==> src/rtl/fetch_unit.sv <==
// Instruction fetch stage: request/grant fetch, in-order responses, small instruction FIFO toward decode.
// Optional macro FETCH_MISALIGN_TRAP_EN: a misaligned redirect raises sticky misalign_o and halts issue.
module fetch_unit #(
    parameter logic [31:0] RESET_PC   = 32'h0000_0000,
    parameter int          FIFO_DEPTH = 2
) (
    input  logic        clk,
    input  logic        rst,
    output logic        imem_req_o,
    output logic [31:0] imem_addr_o,
    input  logic        imem_gnt_i,
    input  logic        imem_rvalid_i,
    input  logic [31:0] imem_rdata_i,
    input  logic        redirect_i,
    input  logic [31:0] redirect_pc_i,
    output logic        instr_valid_o,
    input  logic        instr_ready_i,
    output logic [31:0] instr_o,
    output logic [31:0] pc_o,
    output logic        misalign_o
);

    localparam int PW = $clog2(FIFO_DEPTH);
    localparam int CW = PW + 1;
    localparam logic [CW:0] DEPTH_C = (CW + 1)'(FIFO_DEPTH);

    typedef struct packed {
        logic [31:0] instr;
        logic [31:0] pc;
    } entry_t;

    entry_t          fifo_mem [FIFO_DEPTH];
    logic [PW-1:0]   wr_ptr, rd_ptr;
    logic [CW-1:0]   fifo_count, outstanding, drop_cnt;
    logic [31:0]     fetch_pc, resp_pc;
    logic            started;
    logic            misalign_q;
    logic [CW:0]     credit_used;
    logic [31:0]     redirect_tgt;
    logic            grant, push, pop;

    // Outstanding requests plus buffered entries never exceed the FIFO depth,
    // so every accepted response is guaranteed a free slot.
    assign credit_used   = {1'b0, outstanding} + {1'b0, fifo_count};
    assign imem_req_o    = started & (credit_used < DEPTH_C) & ~redirect_i & ~misalign_q;
    assign imem_addr_o   = fetch_pc;
    assign instr_valid_o = (fifo_count != '0) & ~redirect_i;
    assign instr_o       = fifo_mem[rd_ptr].instr;
    assign pc_o          = fifo_mem[rd_ptr].pc;
    assign misalign_o    = misalign_q;
    assign redirect_tgt  = {redirect_pc_i[31:2], 2'b00};

    assign grant = imem_req_o & imem_gnt_i;
    assign pop   = instr_valid_o & instr_ready_i;
    assign push  = imem_rvalid_i & ~redirect_i & (drop_cnt == '0);

    // NOTE: sequential state uses non-blocking assignments so every register
    // samples the pre-edge values regardless of statement order.
    always_ff @(posedge clk or negedge rst) begin
        if (!rst) begin
            started     <= 1'b0;
            fetch_pc    <= RESET_PC;
            resp_pc     <= RESET_PC;
            wr_ptr      <= '0;
            rd_ptr      <= '0;
            fifo_count  <= '0;
            outstanding <= '0;
            drop_cnt    <= '0;
            // NOTE: the storage is reset too, because its head drives instr_o/pc_o
            // directly and those outputs have defined reset values.
            for (int i = 0; i < FIFO_DEPTH; i++) begin
                fifo_mem[i] <= '{instr: 32'h0, pc: RESET_PC};
            end
        end else begin
            started <= 1'b1;
            if (redirect_i) begin
                fetch_pc    <= redirect_tgt;
                resp_pc     <= redirect_tgt;
                wr_ptr      <= '0;
                rd_ptr      <= '0;
                fifo_count  <= '0;
                // Every request still in flight after this edge is stale.
                outstanding <= outstanding - CW'(imem_rvalid_i);
                drop_cnt    <= outstanding - CW'(imem_rvalid_i);
            end else begin
                if (grant) begin
                    fetch_pc <= fetch_pc + 32'd4;
                end
                if (push) begin
                    fifo_mem[wr_ptr] <= '{instr: imem_rdata_i, pc: resp_pc};
                    wr_ptr           <= wr_ptr + 1'b1;
                    resp_pc          <= resp_pc + 32'd4;
                end
                if (pop) begin
                    rd_ptr <= rd_ptr + 1'b1;
                end
                fifo_count  <= fifo_count + CW'(push) - CW'(pop);
                outstanding <= outstanding + CW'(grant) - CW'(imem_rvalid_i);
                if (imem_rvalid_i && drop_cnt != '0) begin
                    drop_cnt <= drop_cnt - 1'b1;
                end
            end
        end
    end

`ifdef FETCH_MISALIGN_TRAP_EN
    always_ff @(posedge clk or negedge rst) begin
        if (!rst) begin
            misalign_q <= 1'b0;
        end else if (redirect_i) begin
            misalign_q <= |redirect_pc_i[1:0];
        end
    end
`else
    logic unused_low_bits;
    assign unused_low_bits = ^redirect_pc_i[1:0];
    assign misalign_q      = 1'b0;
`endif

    a_no_orphan_rvalid: assert property (
        @(posedge clk) disable iff (!rst) imem_rvalid_i |-> (outstanding != '0)
    );

endmodule

==> config.mk <==
export PLATFORM = sky130hd
export DESIGN_NAME = fetch_unit
export DESIGN_NICKNAME = d
export VERILOG_FILES = /design/src/rtl/fetch_unit.sv
export SDC_FILE = /design/constraint.sdc
export NUM_CORES = 1
export LEC_CHECK = 0
export ABC_AREA = 1
export CORE_MARGIN = 1
export CORE_UTILIZATION = 47
export DETAILED_ROUTE_END_ITERATION = 12
export GPL_ROUTABILITY_DRIVEN = 0
export PLACE_DENSITY = 0.82
export RECOVER_POWER = 50
export SYNTH_ARGS = -nofsm -noshare
export SYNTH_HDL_FRONTEND = slang
export SYNTH_SLANG_ARGS = --single-unit
==> constraint.sdc <==
create_clock -name clk -period 2.7 [get_ports clk]
set_clock_uncertainty 0.1 [all_clocks]
set_input_delay 0.54 -clock clk [delete_from_list [all_inputs] [get_ports clk]]
set_output_delay 0.54 -clock clk [all_outputs]
set_load 0.01 [all_outputs]
# --- Word-level counts from Yosys, hierarchy flattened ---
# Index checks and enable logic that the tools add are counted.
word_totals:
  regBits: 201
  in_bits: 70
  output_inout_bits: 99
  wordCells: 65
op_classes:
  add_sub_neg: 11
  n_lt_le_gt_ge: 4
  mux: 18
  bitwise_logic: 10
  n_reduce_logical: 10
op_table:
  columns: ["cell", "n"]
  rows:
  - ["two-way mux 64 bit", 4]
  - ["bitwise mux 128 bit", 1]
  - ["two-way mux 32 bit", 4]
  - ["adder 32 x 3 -> 32 bit, second input constant", 2]
  - ["demux 64 bit (select 1 bit)", 1]
  - ["nonzero test 2 bit", 6]
  - ["two-way mux 2 bit", 4]
  - ["bitwise AND 1 bit", 7]
  - ["subtractor 2 x 1 -> 2 bit", 3]
  - ["adder 2 x 1 -> 2 bit", 2]
  - [">= comparator 2 bit, second input constant", 2]
  - ["two-way mux 1 bit", 4]
  - ["NOT 1 -> 2 bit", 2]
  - ["adder 2 x 2 -> 3 bit", 1]
  - ["less-than comparator 3 x 2 -> 1 bit, second input constant", 1]
  - ["adder 1 bit, second input constant", 2]
  - ["logical AND 1 bit", 2]
  - ["zero test 2 bit", 1]
  - ["less-than comparator 2 x 1 -> 1 bit, second input constant", 1]
  - ["AND reduction 2 bit", 1]
  - ["subtractor 2 x 1 -> 2 bit, second input constant", 1]
  - ["NOT 1 bit", 1]

# --- Depth between registers and ports, before layout ---
depth:
  depth_word: 8
  ltp_mapped: 12
  depth_no_buf: 11

# --- Worst setup path after synthesis ---
# OpenSTA, ideal clock, no wires.
synth_timing:
  path_type: "register to register"
  startpoint: "register fifo_count[0]"
  endpoint: "register outstanding[1]"
  setup_ps: 136
  t_arrival_ps: 2304
  required_time_ps: 2464
  slack_ps: 160
  path_stages_with_launch: 13
  n_path_buf: 1
  period_less_slack_ps: 2540
  cell_sequence: "dfrtp_1 -> nand2_1 -> inv_1 -> fa_1 -> nor2_1 -> nand4_4 -> clkbuf_1 -> ha_1 -> inv_1 -> ha_1 -> xor2_1 -> xnor2_1 -> o21ai_0"
synth_via:
  elab_chain_cells: 8
synth_lines:
  columns: ["item", "line_no", "rtl"]
  rows:
  - ["from (decl)", "34", "logic [CW-1:0] fifo_count, outstanding, drop_cnt;"]
  - ["from (signal assigned)", "97", "fifo_count <= fifo_count + CW'(push) - CW'(pop);"]
  - ["adder 2 x 2 -> 3 bit", "44", "assign credit_used = {1'b0, outstanding} + {1'b0, fifo_count};"]
  - ["less-than comparator 3 x 2 -> 1 bit", "45", "assign imem_req_o = started & (credit_used < DEPTH_C) & ~redirect_i & ~misalign_q;"]
  - ["bitwise AND 1 bit (2 in series)", "45", null]
  - ["bitwise AND 1 bit", "53", "assign grant = imem_req_o & imem_gnt_i;"]
  - ["adder 2 x 1 -> 2 bit", "98", "outstanding <= outstanding + CW'(grant) - CW'(imem_rvalid_i);"]
  - ["subtractor 2 x 1 -> 2 bit", "98", null]
  - ["two-way mux 2 bit", "76", "if (redirect_i) begin"]
  - ["to (signal assigned)", "83", "outstanding <= outstanding - CW'(imem_rvalid_i);"]
  - ["to (signal assigned)", "98", null]
  - ["to (decl)", "34", null]
# No other way between the ends.
# A chain may end at the register's enable or synchronous reset.

# --- Worst setup path after layout ---
layout_timing:
  startpoint: "register rd_ptr"
  endpoint: "output instr_o[11]"
layout_via:
  elab_chain_cells: 4
layout_lines:
  columns: ["item", "line_no", "rtl"]
  rows:
  - ["from (decl)", "33", "logic [PW-1:0] wr_ptr, rd_ptr;"]
  - ["from (signal assigned)", "95", "rd_ptr <= rd_ptr + 1'b1;"]
  - ["NOT 1 -> 2 bit (not written as such)", "48", "assign instr_o = fifo_mem[rd_ptr].instr;"]
  - ["two-way mux 64 bit (3 in series)", null, null]
  - ["to (decl)", "18", "output logic [31:0] instr_o,"]
# No other way between the ends. The select of a mux whose other input is x is not followed.

==> reports/results.ini <==
[outcome]
outcome=completed

[place]
dp_cells=1624
port_buffers=161
dpl-instance-area_um2=12100
dp_hpwl_um=18000

[drt]
viasPerCell=5.28
firstDrtPassIters=6
route.detailed.wl_per_inst_um=15.1
ant_nets=0
first_iter_violations=658
vias=8752
wl_um=25000
drcViolationCount=0

[sta]
tightest_slew_ns=1.42
rsz0062_at_grt=no
fin_crit_ns=2.64
slew_headroom_pct=5.40
hold_viol_final=0
drv_slew=0
period_share_pct=97.6
setup_violations=0
max_freq_mhz=379
finalSetupTns_ns=0

[clock_tree]
cts_made_buffers=17
cts_sinks=193
clk-insertion-delay-late_ns=0.43
clkSlewWorstSetupHoldPaths_ns=0.07
root_buffer=clkbuf_16
htree_levels=4
clockBufferDepth=2
cts_tree=done

[logic_synthesis]
synth_top_area_share_pct=48.1
syn_area_um2=10000
synth-async-reset-ratio_pct=100
ys_ff_latch=193
synth_top_flop_cell=dfrtp_1
ys_warn_count=0
synth.area.top_cells=dfrtp_1 48%, nand2_1 13%, o21ai_0 8.0%
ys_seq_area_share_pct=48.1
synth_edf_count=0
synth_top_area_cell=dfrtp_1
synthDistinctLibCells=42
synthCells=1212
postSynthAreaPerCell_um2=8.28

[floorplan]
fp.dieH_um=148
start_util_pct=47.9
die_w_um=148
die_area_um2=21900
coreArea_um2=21000
io_pins=169
rows=53

[setup_path]
critPathCaptureType=output pin
setup.worst_path.end=instr_o[11]
critPathMaxFanout=23
crit_type=reg -> out
ff2ff_setup_slack_ns=0.27
crit_arrival_ns=2.00
r2r-end=outstanding[1]
critPathLaunch=rd_ptr
cp-start-kind=flip-flop
rr_worst_depth=12
cp.required_ns=2.06
reg2reg_from=fifo_count[0]

[global_routing]
track_usage_pct=23.6
grt_pass1_wl_um=41300
grt_overflow=0
grt_pass1_vias=8521
antenna_found_initial=0
grt_max_degree=56

[finish]
fin_util_pct=60.5
drive_above_1_share_pct=11.3
stdcell_area_um2=12700
synthToLayoutAreaGrowth_pct=26.3
nets=1450
diodes=0
instances_no_fill=1659

[power_and_ir_drop]
power.density_nw_per_um2=891
p_leak_nw=6.01
ir_drop_v=0.000464

[min_path]
hold_depth=2
hold_class=reg -> reg

[flow_run]
maxCapViolations=0

## power by group
part           internal (mW)  switching [mW]
logic                   2.14            1.94
clock network           1.59            1.12
registers               3.86           0.645
total                   7.58            3.71
## area by class of cell
type	count	area, µm²
multi-input combinational	826	4370
inverter	143	544
timing repair buffer	190	1960
clock inverter	11	178
clock buffer	21	450
tap	275	344
fill	1829	8280
sequential	193	4830
## kinds of logic (layout without fill, tap and decap cells)
| group | count (synthesis) | count (layout) | synth area share (%) |
|---|---|---|---|
| AO/OA/AOI/OAI | 214 | 214 | 11.3 |
| flip-flops | 193 | 193 | 48.1 |
| buffers and inverters | 197 | 365 | 8.29 |
| AND/OR/NAND/NOR | 516 | 516 | 22.3 |
| multiplexers | 62 | 62 | 6.96 |
| other | 2 | 6 | 0.0749 |
| XOR/XNOR | 19 | 19 | 1.66 |
| adder cells (fa/ha/maj) | 9 | 9 | 1.20 |
## timing repair
item / CTS / global route
setup endpoints to repair: 55 / 2
hold endpoints to repair: 50 / 0
hold buffers: 1 / 0
resized for setup: 1 / 3
setup buffers: 2 / 0
## cell usage after synthesis (2+ instances only)
library cell  instances
o221ai_1              5
inv_1               134
nand2_4               4
a31oi_1               4
nor2_2                9
o21ai_0             161
dfrtp_1             193
nor2_4                7
nand4_1              11
a21oi_1              23
nor3_1                7
xor2_1               16
nand3b_1              2
o211ai_1             10
mux2_2               62
nand2_1             338
nor2_1               63
clkbuf_1             19
buf_2                23
nor3_4                2
buf_6                 4
nand2_2               9
o21ai_1               5
o21bai_1              5
nor2b_1               2
conb_1                2
nand3_1              57
buf_4                 7
inv_2                 6
xnor2_1               3
ha_1                  8
## flip-flops by register name (all words and copies together), names as in the netlist
signal       cells
fifo_count       2
imem_addr_o     30
fifo_mem       124
started          1
outstanding      2
resp_pc         30
drop_cnt         2
rd_ptr           1
wr_ptr           1
## per-stage QoR
step | hold slack, ns | worst slack, ns | power, mW
floorplan | 0.144 | 0.160 | 6.63
global placement | 0.360 | 0.178 | 8.44
detailed placement | 0.367 | 0.182 | 8.61
CTS | 0.383 | 0.0476 | 11.4
global route | 0.398 | 0.00574 | 12.0
finish | 0.379 | 0.0642 | 11.3
## worst max-delay path, stage by stage (launching register included)
cell,delay [ns]
dfrtp_2,0.38
buf_12,0.14
buf_12,0.18
mux2_2,0.35
clkdlybuf4s50_1,0.50
## cell usage in the layout (no fill, tap or decap), drive strengths merged, types with 3 or more instances in the layout
cell	n
nand2	351
nor3	9
buf	22
clkbuf	29
dfrtp	193
nor2	79
o221ai	5
xor2	16
clkinv	3
ha	8
conb	6
o211ai	10
a31oi	4
o21bai	5
a21oi	23
clkdlybuf4s50	157
inv	145
mux2	62
xnor2	3
bufinv	4
nand4	12
o21ai	166
nand3	58
## worst min path at each step
| stage | slack [ns] | start | to |
|---|---|---|---|
| 2_1_floorplan | 0.14 | rst | drop_cnt[0] |
| 3_3_place_gp | 0.36 | fifo_mem[20] | fifo_mem[20] |
| 3_5_place_dp | 0.37 | fifo_mem[14] | fifo_mem[14] |
| 4_1_cts | 0.38 | fifo_mem[14] | fifo_mem[14] |
| 5_1_grt | 0.40 | fifo_mem[22] | fifo_mem[22] |
| 6_report | 0.38 | fifo_mem[14] | fifo_mem[14] |
## layer usage
| metal | track usage (%) | part of all wire [%] | up-vias | routed length, µm |
|---|---|---|---|---|
| li1 | - | - | 4214 | - |
| met1 | 33.1 | 45 | 4118 | 11300 |
| met2 | 37.8 | 46 | 388 | 11500 |
| met3 | 4.17 | 7.8 | 32 | 1950 |
| met4 | 6.55 | 1.4 | 0 | 341 |
| met5 | 0 | 0 | - | 0 |
Note: power is estimated with default switching activity, not from simulation.
